File: src/rtl/hazard_pkg.sv
// Opcode constants and operand-usage decode helpers for RV32I hazard tracking.
// Shared between decode and the hazard scoreboard.
package hazard_pkg;

    localparam logic [6:0] OPC_LUI    = 7'b0110111;
    localparam logic [6:0] OPC_AUIPC  = 7'b0010111;
    localparam logic [6:0] OPC_JAL    = 7'b1101111;
    localparam logic [6:0] OPC_JALR   = 7'b1100111;
    localparam logic [6:0] OPC_BRANCH = 7'b1100011;
    localparam logic [6:0] OPC_LOAD   = 7'b0000011;
    localparam logic [6:0] OPC_STORE  = 7'b0100011;
    localparam logic [6:0] OPC_OP_IMM = 7'b0010011;
    localparam logic [6:0] OPC_OP     = 7'b0110011;
    localparam logic [6:0] OPC_FENCE  = 7'b0001111;
    localparam logic [6:0] OPC_SYSTEM = 7'b1110011;

    // All-zero word is the bubble encoding on the issue register.
    localparam logic [31:0] NOP = 32'h0000_0000;

    // Register index width.
    localparam int RW = 5;

    function automatic logic uses_rs1(input logic [6:0] opc);
        return (opc == OPC_JALR)  || (opc == OPC_BRANCH) || (opc == OPC_LOAD) ||
               (opc == OPC_STORE) || (opc == OPC_OP_IMM) || (opc == OPC_OP);
    endfunction

    function automatic logic uses_rs2(input logic [6:0] opc);
        return (opc == OPC_BRANCH) || (opc == OPC_STORE) || (opc == OPC_OP);
    endfunction

    function automatic logic writes_rd(input logic [6:0] opc);
        return (opc == OPC_LUI)  || (opc == OPC_AUIPC)  || (opc == OPC_JAL) ||
               (opc == OPC_JALR) || (opc == OPC_LOAD)   || (opc == OPC_OP_IMM) ||
               (opc == OPC_OP);
    endfunction

    function automatic logic is_load(input logic [6:0] opc);
        return (opc == OPC_LOAD);
    endfunction

endpackage

File: src/rtl/hazard_fwd_sel.sv
// Per-operand scoreboard lookup: finds the youngest valid entry whose rd
// matches the source register, and flags a load sitting in entry 0.
module hazard_fwd_sel
    import hazard_pkg::*;
#(
    parameter int DEPTH = 3,
    parameter int FW    = $clog2(DEPTH + 1)
) (
    input  logic [RW-1:0]             rs_i,
    input  logic                      use_i,
    input  logic [DEPTH-1:0]          valid_i,
    input  logic [DEPTH-1:0][RW-1:0]  rd_i,
    input  logic [DEPTH-1:0]          ld_i,
    output logic                      hit_o,
    output logic                      load_hit0_o,
    output logic [FW-1:0]             idx_o
);

    // Scan oldest to youngest so the lowest-index match is the one that sticks.
    always_comb begin
        hit_o       = 1'b0;
        load_hit0_o = 1'b0;
        idx_o       = '0;
        if (use_i && (rs_i != '0)) begin
            for (int k = DEPTH - 1; k >= 0; k--) begin
                if (valid_i[k] && (rd_i[k] == rs_i)) begin
                    hit_o = 1'b1;
                    idx_o = FW'(k);
                end
            end
            load_hit0_o = valid_i[0] && (rd_i[0] == rs_i) && ld_i[0];
        end
    end

endmodule

File: src/rtl/hazard_scoreboard.sv
// Decode/execute data-hazard unit: shift scoreboard of in-flight rd values,
// RAW stall or forward-select generation, and bubble/flush insertion on issue.
//
// Flow control: stall_o is a combinational "hold" back to decode. While it is
// high the PC and decode register keep `instr` and a bubble is issued; the
// instruction is accepted on the first clock edge where stall_o is low and no
// flush is active. Flush cycles discard `instr` without holding it.
module hazard_scoreboard
    import hazard_pkg::*;
#(
    parameter int DEPTH = 3,
    parameter int FWD   = 0,
    parameter int FW    = $clog2(DEPTH + 1)
) (
    input  logic          clk,
    input  logic          rst,
    input  logic [31:0]   instr,
    input  logic          br,
    output logic          stall_o,
    output logic [31:0]   hz_instr_o,
    output logic [FW-1:0] fwd1_o,
    output logic [FW-1:0] fwd2_o
);

    logic [DEPTH-1:0]         sb_valid_q, sb_valid_d;
    logic [DEPTH-1:0][RW-1:0] sb_rd_q,    sb_rd_d;
    logic [DEPTH-1:0]         sb_ld_q,    sb_ld_d;
    logic                     br_d_q;
    logic [31:0]              hz_instr_q, hz_instr_d;

    logic          hit1, hit2, lh1, lh2;
    logic [FW-1:0] idx1, idx2;
    logic          flush, stall_raw;

    hazard_fwd_sel #(.DEPTH(DEPTH), .FW(FW)) u_sel1 (
        .rs_i        (instr[19:15]),
        .use_i       (uses_rs1(instr[6:0])),
        .valid_i     (sb_valid_q),
        .rd_i        (sb_rd_q),
        .ld_i        (sb_ld_q),
        .hit_o       (hit1),
        .load_hit0_o (lh1),
        .idx_o       (idx1)
    );

    hazard_fwd_sel #(.DEPTH(DEPTH), .FW(FW)) u_sel2 (
        .rs_i        (instr[24:20]),
        .use_i       (uses_rs2(instr[6:0])),
        .valid_i     (sb_valid_q),
        .rd_i        (sb_rd_q),
        .ld_i        (sb_ld_q),
        .hit_o       (hit2),
        .load_hit0_o (lh2),
        .idx_o       (idx2)
    );

    // Stall decision: any hit without forwarding, only load-use with it; flush and reset mask it.
    always_comb begin
        flush = br | br_d_q;
        if (FWD != 0) begin
            stall_raw = lh1 | lh2;
        end else begin
            stall_raw = hit1 | hit2;
        end
        stall_o = !rst && !flush && stall_raw;
    end

    // Forward selects: entry index + 1 for non-load-use hits, 0 means register file.
    always_comb begin
        fwd1_o = '0;
        fwd2_o = '0;
        if ((FWD != 0) && !rst) begin
            if (hit1 && !lh1) begin
                fwd1_o = idx1 + FW'(1);
            end
            if (hit2 && !lh2) begin
                fwd2_o = idx2 + FW'(1);
            end
        end
    end

    // Next issued word and the scoreboard shift with the new entry 0 derived from it.
    always_comb begin
        hz_instr_d = (flush || stall_raw) ? NOP : instr;
        for (int k = DEPTH - 1; k >= 1; k--) begin
            sb_valid_d[k] = sb_valid_q[k-1];
            sb_rd_d[k]    = sb_rd_q[k-1];
            sb_ld_d[k]    = sb_ld_q[k-1];
        end
        sb_valid_d[0] = writes_rd(hz_instr_d[6:0]) && (hz_instr_d[11:7] != '0);
        sb_rd_d[0]    = hz_instr_d[11:7];
        sb_ld_d[0]    = is_load(hz_instr_d[6:0]);
    end

    // State registers: scoreboard, delayed branch flag and issue register.
    always_ff @(posedge clk) begin
        if (rst) begin
            sb_valid_q <= '0;
            sb_rd_q    <= '0;
            sb_ld_q    <= '0;
            br_d_q     <= 1'b0;
            hz_instr_q <= NOP;
        end else begin
            sb_valid_q <= sb_valid_d;
            sb_rd_q    <= sb_rd_d;
            sb_ld_q    <= sb_ld_d;
            br_d_q     <= br;
            hz_instr_q <= hz_instr_d;
        end
    end

    assign hz_instr_o = hz_instr_q;

endmodule

File: config.mk
export PLATFORM = sky130hd
export DESIGN_NAME = hazard_scoreboard
export DESIGN_NICKNAME = d
export VERILOG_FILES = /design/src/rtl/hazard_pkg.sv /design/src/rtl/hazard_fwd_sel.sv /design/src/rtl/hazard_scoreboard.sv
export SDC_FILE = /design/constraint.sdc
export NUM_CORES = 1
export LEC_CHECK = 0
export CAP_MARGIN = 10
export CORE_UTILIZATION = 40
export DETAILED_ROUTE_END_ITERATION = 10
export PLACE_DENSITY = 0.75
export SETUP_SLACK_MARGIN = 0.3
export SLEW_MARGIN = 15
export SYNTH_ARGS = -nofsm -noshare
export SYNTH_HDL_FRONTEND = slang
export SYNTH_SLANG_ARGS = --single-unit
export TNS_END_PERCENT = 50
File: constraint.sdc
create_clock -name clk -period 2.3 [get_ports clk]
set_input_delay 0.575 -clock clk [delete_from_list [all_inputs] [get_ports clk]]
set_output_delay 0.575 -clock clk [all_outputs]
set_load 0.02 [all_outputs]
Yosys cells after proc, flatten, opt, wreduce, memory -nomap -nowiden
Cells that the tools add are included.
{ "totals": {"in_bits": 35, "register_bits": 51, "output_inout_bits": 37} }
{ "classes": {"n_bitwise": 2, "eq_ne": 19, "n_reduce_logical": 31, "muxes": 9} }
{ "op_table": {"columns": ["cell", "n"], "rows": [
  ["== test 5 bit", 6],
  ["== test 7 x 6 -> 1 bit (second input constant)", 4],
  ["== test 7 bit (second input constant)", 4],
  ["== test 7 x 5 -> 1 bit (second input constant)", 3],
  ["nonzero test 5 bit", 3],
  ["== test 7 x 2 -> 1 bit (second input constant)", 2],
  ["logical OR 1 bit", 14],
  ["2-to-1 mux 12 bit", 1],
  ["logical AND 1 bit", 11],
  ["2-to-1 mux 1 bit", 8],
  ["logical NOT 1 bit", 2],
  ["OR 1 bit", 2],
  ["OR reduction 2 bit", 1]
]} }

Longest topological paths before layout
Gate-level depths: netlist (run 1).
{ "logic_depth": {"word_depth": 19, "ltp_mapped": 6, "ltp_nobuf": 5} }

Hierarchy
From an unflattened synthesis (run 1), not the netlist that was laid out.
{ "unflattened": {"cells_unflattened": 187, "hier_area_um2": 1976.9} }
{ "modules_own_cells": {"columns": ["module", "cells_per_inst", "seq_area_each_um2", "n_inst", "area_each_um2"], "rows": [
  ["hazard_scoreboard", 129, 980.9, 1, 1529.0],
  ["hazard_fwd_sel", 29, 0.0, 2, 224.0]
]} }

Worst setup path before layout (run 1)
OpenSTA, ideal clock, no wires.
{ "synth_timing": {"kind": "input to output", "startpoint": "in instr[16]", "endpoint": "out stall_o", "path_stages": 5, "required_time_ns": 1.725, "n_path_buf": 0, "path_slack_ns": -0.062, "arrival_time_ns": 1.787, "cell_sequence": "xor2_1 nor4_1 nand3_1 a2111oi_0 o21a_1"} }
{ "synth_via": {"elab_chain_len": 8, "word_cells_on_any_way": 14, "classes_between": "eq/ne: 3; mux: 4; bitwise: 1; reduce/logical: 6"} }
{ "synth_lines": {"columns": ["item", "line", "source"], "rows": [
  ["start: declaration", "hazard_scoreboard.sv:17", "input logic [31:0] instr,"],
  ["== test 5 bit", "hazard_fwd_sel.sv:26", "if (valid_i[k] && (rd_i[k] == rs_i)) begin"],
  ["logical AND 1 bit", "hazard_fwd_sel.sv:26", null],
  ["2-to-1 mux 1 bit (3 in series)", "hazard_fwd_sel.sv:26", null],
  ["2-to-1 mux 1 bit *", "hazard_fwd_sel.sv:24", "if (use_i && (rs_i != '0)) begin"],
  ["OR 1 bit *", "hazard_scoreboard.sv:63", "stall_raw = hit1 | hit2;"],
  ["logical AND 1 bit *", "hazard_scoreboard.sv:65", "stall_o = !rst && !flush && stall_raw;"],
  ["end: declaration", "hazard_scoreboard.sv:19", "output logic stall_o,"]
]} }
Mark *: on every way between the ends. The rest lies on a longest branch, timed or not.

Final worst setup path (run 1)
Ends and elaborated chain as after synthesis.

==> impl_metrics.json, run 1 <==
{
  "status": "complete, but fails checks",
  "violations": "negative setup slack",
  "fin_ws_ns": -0.3083,
  "cts_buffers": 5,
  "synth_cells": 175,
  "grt_max_degree": 32,
  "yosysSeqAreaShare": 0.4557,
  "h-tree-depth": 2,
  "die_w_um": 73.08,
  "ys_warn_count": 0,
  "fin_nets": 323,
  "synth-adder-area-share": 0,
  "startpoint_type": "primary input",
  "cpPeakStageDelay_ns": 0.34,
  "crit_chain": "buf_6 -> xor2_1 -> nor4_2 -> buf_4 -> nand3_2 -> a2111oi_4 -> o21a_2 -> buf_6",
  "drive_gt1_frac": 0.4291,
  "cts_hold_buf": 0,
  "finalSetupViolCount": 1,
  "rsz0062_at_grt": "true",
  "power_density_nw_per_um2": 544.4,
  "drt-total-wl_mm": 5.378,
  "ys_seq_elements": 46,
  "power_w": 0.001889,
  "cts-root-buf": "clkbuf_8",
  "r2r-start": "sb_rd_d[11]",
  "cts.sinks": 46,
  "crit_type": "primary input to primary output",
  "startpoint": "instr[16]",
  "die_h_um": 73.08,
  "async_reset_ff_frac": 0,
  "ys_types": 30,
  "drc": 0,
  "slew_viol_final": 0,
  "critPathTopFamily": "compound AO/OA/AOI/OAI gates",
  "synth_xor_xnor_area_share": 0.1300,
  "clock_latency_ns": 0.29,
  "synth_edf_count": 0,
  "drv_cap": 0,
  "clk_path_buf_depth": 2,
  "synthSimpleGateAreaFrac": 0.2892,
  "rows": 25,
  "drt-initial-drc-count": 71,
  "grt_overflow": 0,
  "hold_viol": 0,
  "port_buffers": 67,
  "cp-end-kind": "primary output",
  "drtPass1Iterations": 4,
  "worstPathMaxFanout": 4,
  "core_um2": 4786,
  "required_ns": 1.73,
  "gp_congestion": 0.8252,
  "synth_compound_area_frac": 0.05573,
  "area_delta_synth_final_pct": 71.70,
  "insertedDiodeCount": 0,
  "dpl.hpwl_mm": 3.654,
  "antenna_left": 0,
  "tns_ns": -0.3083,
  "clkTransAtPathRegs_ns": 0.08,
  "ios": 72,
  "vdd_drop_max_v": 0.0003868,
  "arrival_ns": 2.03,
  "antenna_found_initial": 0,
  "syn_area_um2": 2021,
  "power_leakage_nw": 1.426,
  "yosys_most_used_dff": "dfxtp_1",
  "viasPerCell": 4.671,
  "muxShareOfSynthArea": 0,
  "skew_ns": 0.01016,
  "cp_common_cell": "buf_6",
  "hold_path.class": "flop to flop",
  "die_area_um2": 5340,
  "grt_util_all_layers": 0.1969,
  "synth_top_family_by_area": "simple AND/OR/NAND/NOR gates",
  "vias": 1663,
  "period_share": 1.134,
  "syn_area_per_cell_um2": 11.55,
  "start_util": 0.4222,
  "routedWlPerCell_um": 15.11,
  "cts_tree": "yes",
  "grt_pass1_vias": 1688,
  "crit_buf_inv": 3,
  "finalCriticalPeriod_ns": 2.608,
  "grt_first_pass_wirelength_mm": 7.859,
  "crit_slowest_cell": "a2111oi_4",
  "fmax_ghz": 0.3834,
  "hp-start": "sb_valid_q[0]"
}
==> area by class of cell <==
type,instances,area (um2)
multi-input cells,113,1176
flip-flops and latches,46,920.9
repair buffers,119,1171
clock buffers,7,76.32
inverters,3,11.26
fillers,311,1316
clock inverters,1,30.03
well taps,67,83.83
==> report_power, final <==
group | total [W] | leakage, nW | internal (W) | switching, W
logic | 0.000452 | 0.995 | 0.000254 | 0.000198
clock network | 0.000580 | 0.0524 | 0.000325 | 0.000255
registers | 0.000857 | 0.378 | 0.000837 | 0.0000197
==> final timing paths <==
check	end	slack [ns]	cells after the start
setup / recovery	stall_o	-0.31	8
hold / removal	sb_valid_q[1]	0.48	1
setup reg to reg	hz_instr_o[30]	0.21	9
hold reg to reg	sb_valid_q[1]	0.48	1
==> cells in the mapped netlist (all sizes together), types with 2 or more instances <==
| master | n | area share |
|---|---|---|
| nor2 | 4 | 0.0074 |
| nor4 | 7 | 0.022 |
| a2111oi | 2 | 0.0087 |
| and2 | 2 | 0.0062 |
| a31oi | 2 | 0.0093 |
| xnor2 | 6 | 0.026 |
| xor2 | 24 | 0.10 |
| nor2b | 13 | 0.040 |
| a21oi | 2 | 0.011 |
| a32oi | 2 | 0.0087 |
| nor3 | 2 | 0.0050 |
| or4 | 3 | 0.011 |
| buf | 15 | 0.060 |
| inv | 3 | 0.0056 |
| nand3 | 4 | 0.0099 |
| dfxtp | 46 | 0.46 |
| nor3b | 29 | 0.18 |
==> stage by stage <==
stage / cells / worst slack [ns] / cell area, um2 / hold WS (ns) / utilization
global placement: 338 / -1.232 / 3030 / 0.4652 / 0.6332
detailed placement: 338 / -1.288 / 3030 / 0.4692 / 0.6332
global route: 356 / -0.3926 / 3470 / 0.5007 / 0.7250
floorplan: 178 / -0.02734 / 2039 / 0.4515 / -
CTS: 352 / -0.3384 / 3308 / 0.4875 / 0.6912
finish: 356 / -0.3083 / 3470 / 0.4789 / 0.7250
==> logic make-up after synthesis <==
logic type / Yosys count
and+or+nand+nor: 66
DFF: 46
xor gates and xnor gates: 30
buffers and inverters: 19
AOI/OAI and AO/OA: 13
other: 1
==> registers in the layout, indices dropped and copies added, names as in the netlist <==
| signal | flops |
|---|---|
| hz_instr_o | 27 |
| sb_rd_d | 10 |
| sb_rd_q | 5 |
| sb_valid_q | 3 |
| br_d_q | 1 |
==> worst reg2reg max path: cells and delay by family, from the launching register on <==
kind	cells	cell delay [ns]
AND/OR/NAND/NOR	2	0.37
AO/OA/AOI/OAI	2	0.52
XOR/XNOR	1	0.17
buffers and inverters	4	0.57
flip-flops	1	0.35
==> metal layers <==
layer,global-route usage,routed length (um),vias up
met3,0.04282,256,9
li1,-,-,812
met5,0,0,-
met2,0.3302,2587,48
met1,0.2506,2432,794
met4,0.06318,102,0
==> placed cells by master, fill, tap and decap left out, types with 3 or more instances in the layout <==
master / instances
dfxtp_1: 46
clkdlybuf4s50_1: 44
buf_4: 35
nor3b_2: 28
xor2_1: 21
buf_6: 14
nor2b_1: 13
dlygate4sd2_1: 13
xnor2_1: 5
nor4_2: 5
clkbuf_8: 5
buf_12: 5
conb_1: 4
nand3_1: 3
xor2_2: 3
clkbuf_2: 3
==> timing repair <==
action	in CTS	in global routing
endpoints found under the setup margin	35	34
setup buffers	5	4
pin swaps	14	41
cloned	1	0
gates resized for setup	70	36
Power figures use the tool's default switching activity.
==> run 2: changes to the inputs <==
--- a/config.mk
+++ b/config.mk
@@ -10,7 +10,8 @@
 export DETAILED_ROUTE_END_ITERATION = 10
 export PLACE_DENSITY = 0.75
 export SETUP_SLACK_MARGIN = 0.3
-export SLEW_MARGIN = 15
+export SKIP_LAST_GASP = 1
+export SLEW_MARGIN = 5
 export SYNTH_ARGS = -nofsm -noshare
 export SYNTH_HDL_FRONTEND = slang
 export SYNTH_SLANG_ARGS = --single-unit
==> run 2 against run 1 <==
Effect of this change: the run still ends with negative setup slack left; combinational power is essentially flat; via count grew 0.60%; sequential share of layout area grew 0.12 points; count of clock-buffer cells in the layout is the same; utilization shrank 0.31 points; sequential power is essentially flat; clock power is essentially flat; highest routed layer unchanged.
==> impl_metrics.json, run 2 (same netlist as run 1, synthesis figures left out) <==
{
  "grt_overflow": 0,
  "cts_buffers": 5,
  "die_h_um": 73.08,
  "drt-total-wl_mm": 5.426,
  "crit_type": "primary input to primary output",
  "antenna_left": 0,
  "finalCriticalPeriod_ns": 2.707,
  "crit_chain": "dlygate4sd2_1 -> xor2_1 -> nor4_1 -> nand3_1 -> a31oi_4 -> o21a_2 -> buf_6",
  "core_um2": 4786,
  "power_leakage_nw": 1.394,
  "wl_met1_mm": 2.397,
  "die_w_um": 73.08,
  "post-route-cell-area_um2": 3455,
  "dr_wl_met2_mm": 2.610,
  "whs_endpoint": "sb_valid_q[1]",
  "cts_tree": "yes",
  "fin_hold_ws_ns": 0.4802,
  "r2r-start": "sb_rd_d[11]",
  "period_share": 1.177,
  "hp-start": "sb_valid_q[0]",
  "grt_util_all_layers": 0.1975,
  "slew_viol_final": 0,
  "arrival_ns": 2.13,
  "antenna_found_initial": 0,
  "viasPerCell": 4.699,
  "ios": 72,
  "h-tree-depth": 2,
  "fill_cells": 311,
  "finalSetupViolCount": 1,
  "clk_path_buf_depth": 2,
  "worstPathMaxFanout": 5,
  "crit_slowest_cell": "dlygate4sd2_1",
  "insertedDiodeCount": 0,
  "hold_viol": 0,
  "clkTransAtPathRegs_ns": 0.08,
  "routedWlPerCell_um": 15.24,
  "largest_register_ffs": 27,
  "drt-initial-drc-count": 76,
  "skew_ns": 0.01223,
  "violations": "negative setup slack",
  "r2r-end": "hz_instr_o[18]",
  "drtPass1Iterations": 4,
  "r2r_cells": 9,
  "port_buffers": 67,
  "rows": 25,
  "dpl.hpwl_mm": 3.654,
  "required_ns": 1.73,
  "vias": 1673,
  "fin_nets": 323,
  "start_util": 0.4222,
  "drv_cap": 0,
  "cts.sinks": 46,
  "drive_gt1_frac": 0.4221,
  "hold_path.class": "flop to flop",
  "whs_path_depth": 1,
  "cp-end-kind": "primary output",
  "final_common_cell": "clkdlybuf4s50_1",
  "mostFrequentLayoutCells": "clkdlybuf4s50_1 (49), dfxtp_1 (46), buf_4 (36), nor3b_2 (28), xor2_1 (21)",
  "top_layer_used": "met4",
  "rrSetupSlack_ns": 0.25,
  "power_density_nw_per_um2": 547.1,
  "gp_congestion": 0.8252,
  "routed-wl-met3_um": 256,
  "area_delta_synth_final_pct": 70.96,
  "cts_hold_buf": 0,
  "placed_area_um2": 3030,
  "clock_latency_ns": 0.30,
  "vdd_drop_max_v": 0.0003858,
  "grt_max_degree": 32,
  "drc": 0,
  "fin_ws_ns": -0.4069,
  "cpPeakStageDelay_ns": 0.33,
  "fmax_ghz": 0.3694,
  "status": "complete, but fails checks",
  "grt_pass1_vias": 1685,
  "startpoint_type": "primary input",
  "die_area_um2": 5340,
  "grt_first_pass_wirelength_mm": 7.886,
  "rsz0062_at_grt": "true",
  "cts-root-buf": "clkbuf_8"
}
-- run 2: cell types whose count changed in the layout (fill, tap and decap cells not counted), sizes merged --
cell,before,now
clkdlybuf4s50,44,49
dlygate4sd2,13,9
dlymetal6s2s,1,0
-- run 2: power breakdown --
part / switching, W / total [W] / internal, W / leakage [nW]
Clock: 0.000257 / 0.000582 / 0.000325 / 0.0524
Combinational: 0.000197 / 0.000451 / 0.000254 / 0.964
Sequential: 0.0000196 / 0.000857 / 0.000837 / 0.378
-- run 2: through the flow --
step	setup slack, ns	setup TNS [ns]	utilization	total power [W]	cells
after floorplan	-0.02734	-0.02734	-	0.001050	178
after global placement	-1.232	-21.03	0.6332	0.001254	338
after detailed placement	-1.288	-20.27	0.6332	0.001259	338
after CTS	-0.3384	-0.3384	0.6923	0.001870	352
after global routing	-0.4382	-0.4382	0.7218	0.001957	356
final	-0.4069	-0.4069	0.7218	0.001890	356
-- run 2: how the worst max path moves through the flow --
stage	from	to	cells after the start
floorplan	instr[15]	stall_o	5
global placement	instr[3]	stall_o	8
detailed placement	instr[18]	stall_o	8
CTS	instr[19]	stall_o	8
global route	instr[24]	stall_o	7
finish	instr[24]	stall_o	7
-- run 2: timing repair --
action	4_1_cts	5_1_grt
setup buffers	5	4
gates resized for setup	66	31
gates cloned	1	0
endpoints found under the setup margin	35	38
pin swaps	14	25
-- run 2: cell type report --
| type | instances | area [um2] | share of cell area |
|---|---|---|---|
| Timing Repair Buffer | 119 | 1170 | 0.3386 |
| Sequential cell | 46 | 920.9 | 0.2666 |
| Clock buffer | 7 | 76.32 | 0.02209 |
| Inverter | 3 | 11.26 | 0.003260 |
| Multi-Input combinational cell | 113 | 1162 | 0.3365 |
| Tap cell | 67 | 83.83 | 0.02427 |
| Clock inverter | 1 | 30.03 | 0.008693 |
-- run 2: routing by layer --
metal | track usage | vias up
met2 | 0.3302 | 55
met3 | 0.04282 | 15
li1 | - | 812
met5 | 0 | -
met4 | 0.06318 | 0
met1 | 0.2524 | 791
-- run 2: worst max-delay path: cells and delay by family --
family	cells	cell delay, ns
AOI/OAI and AO/OA	2	0.42
xor gates and xnor gates	1	0.19
buffers and inverters	2	0.44
and+or+nand+nor	2	0.50
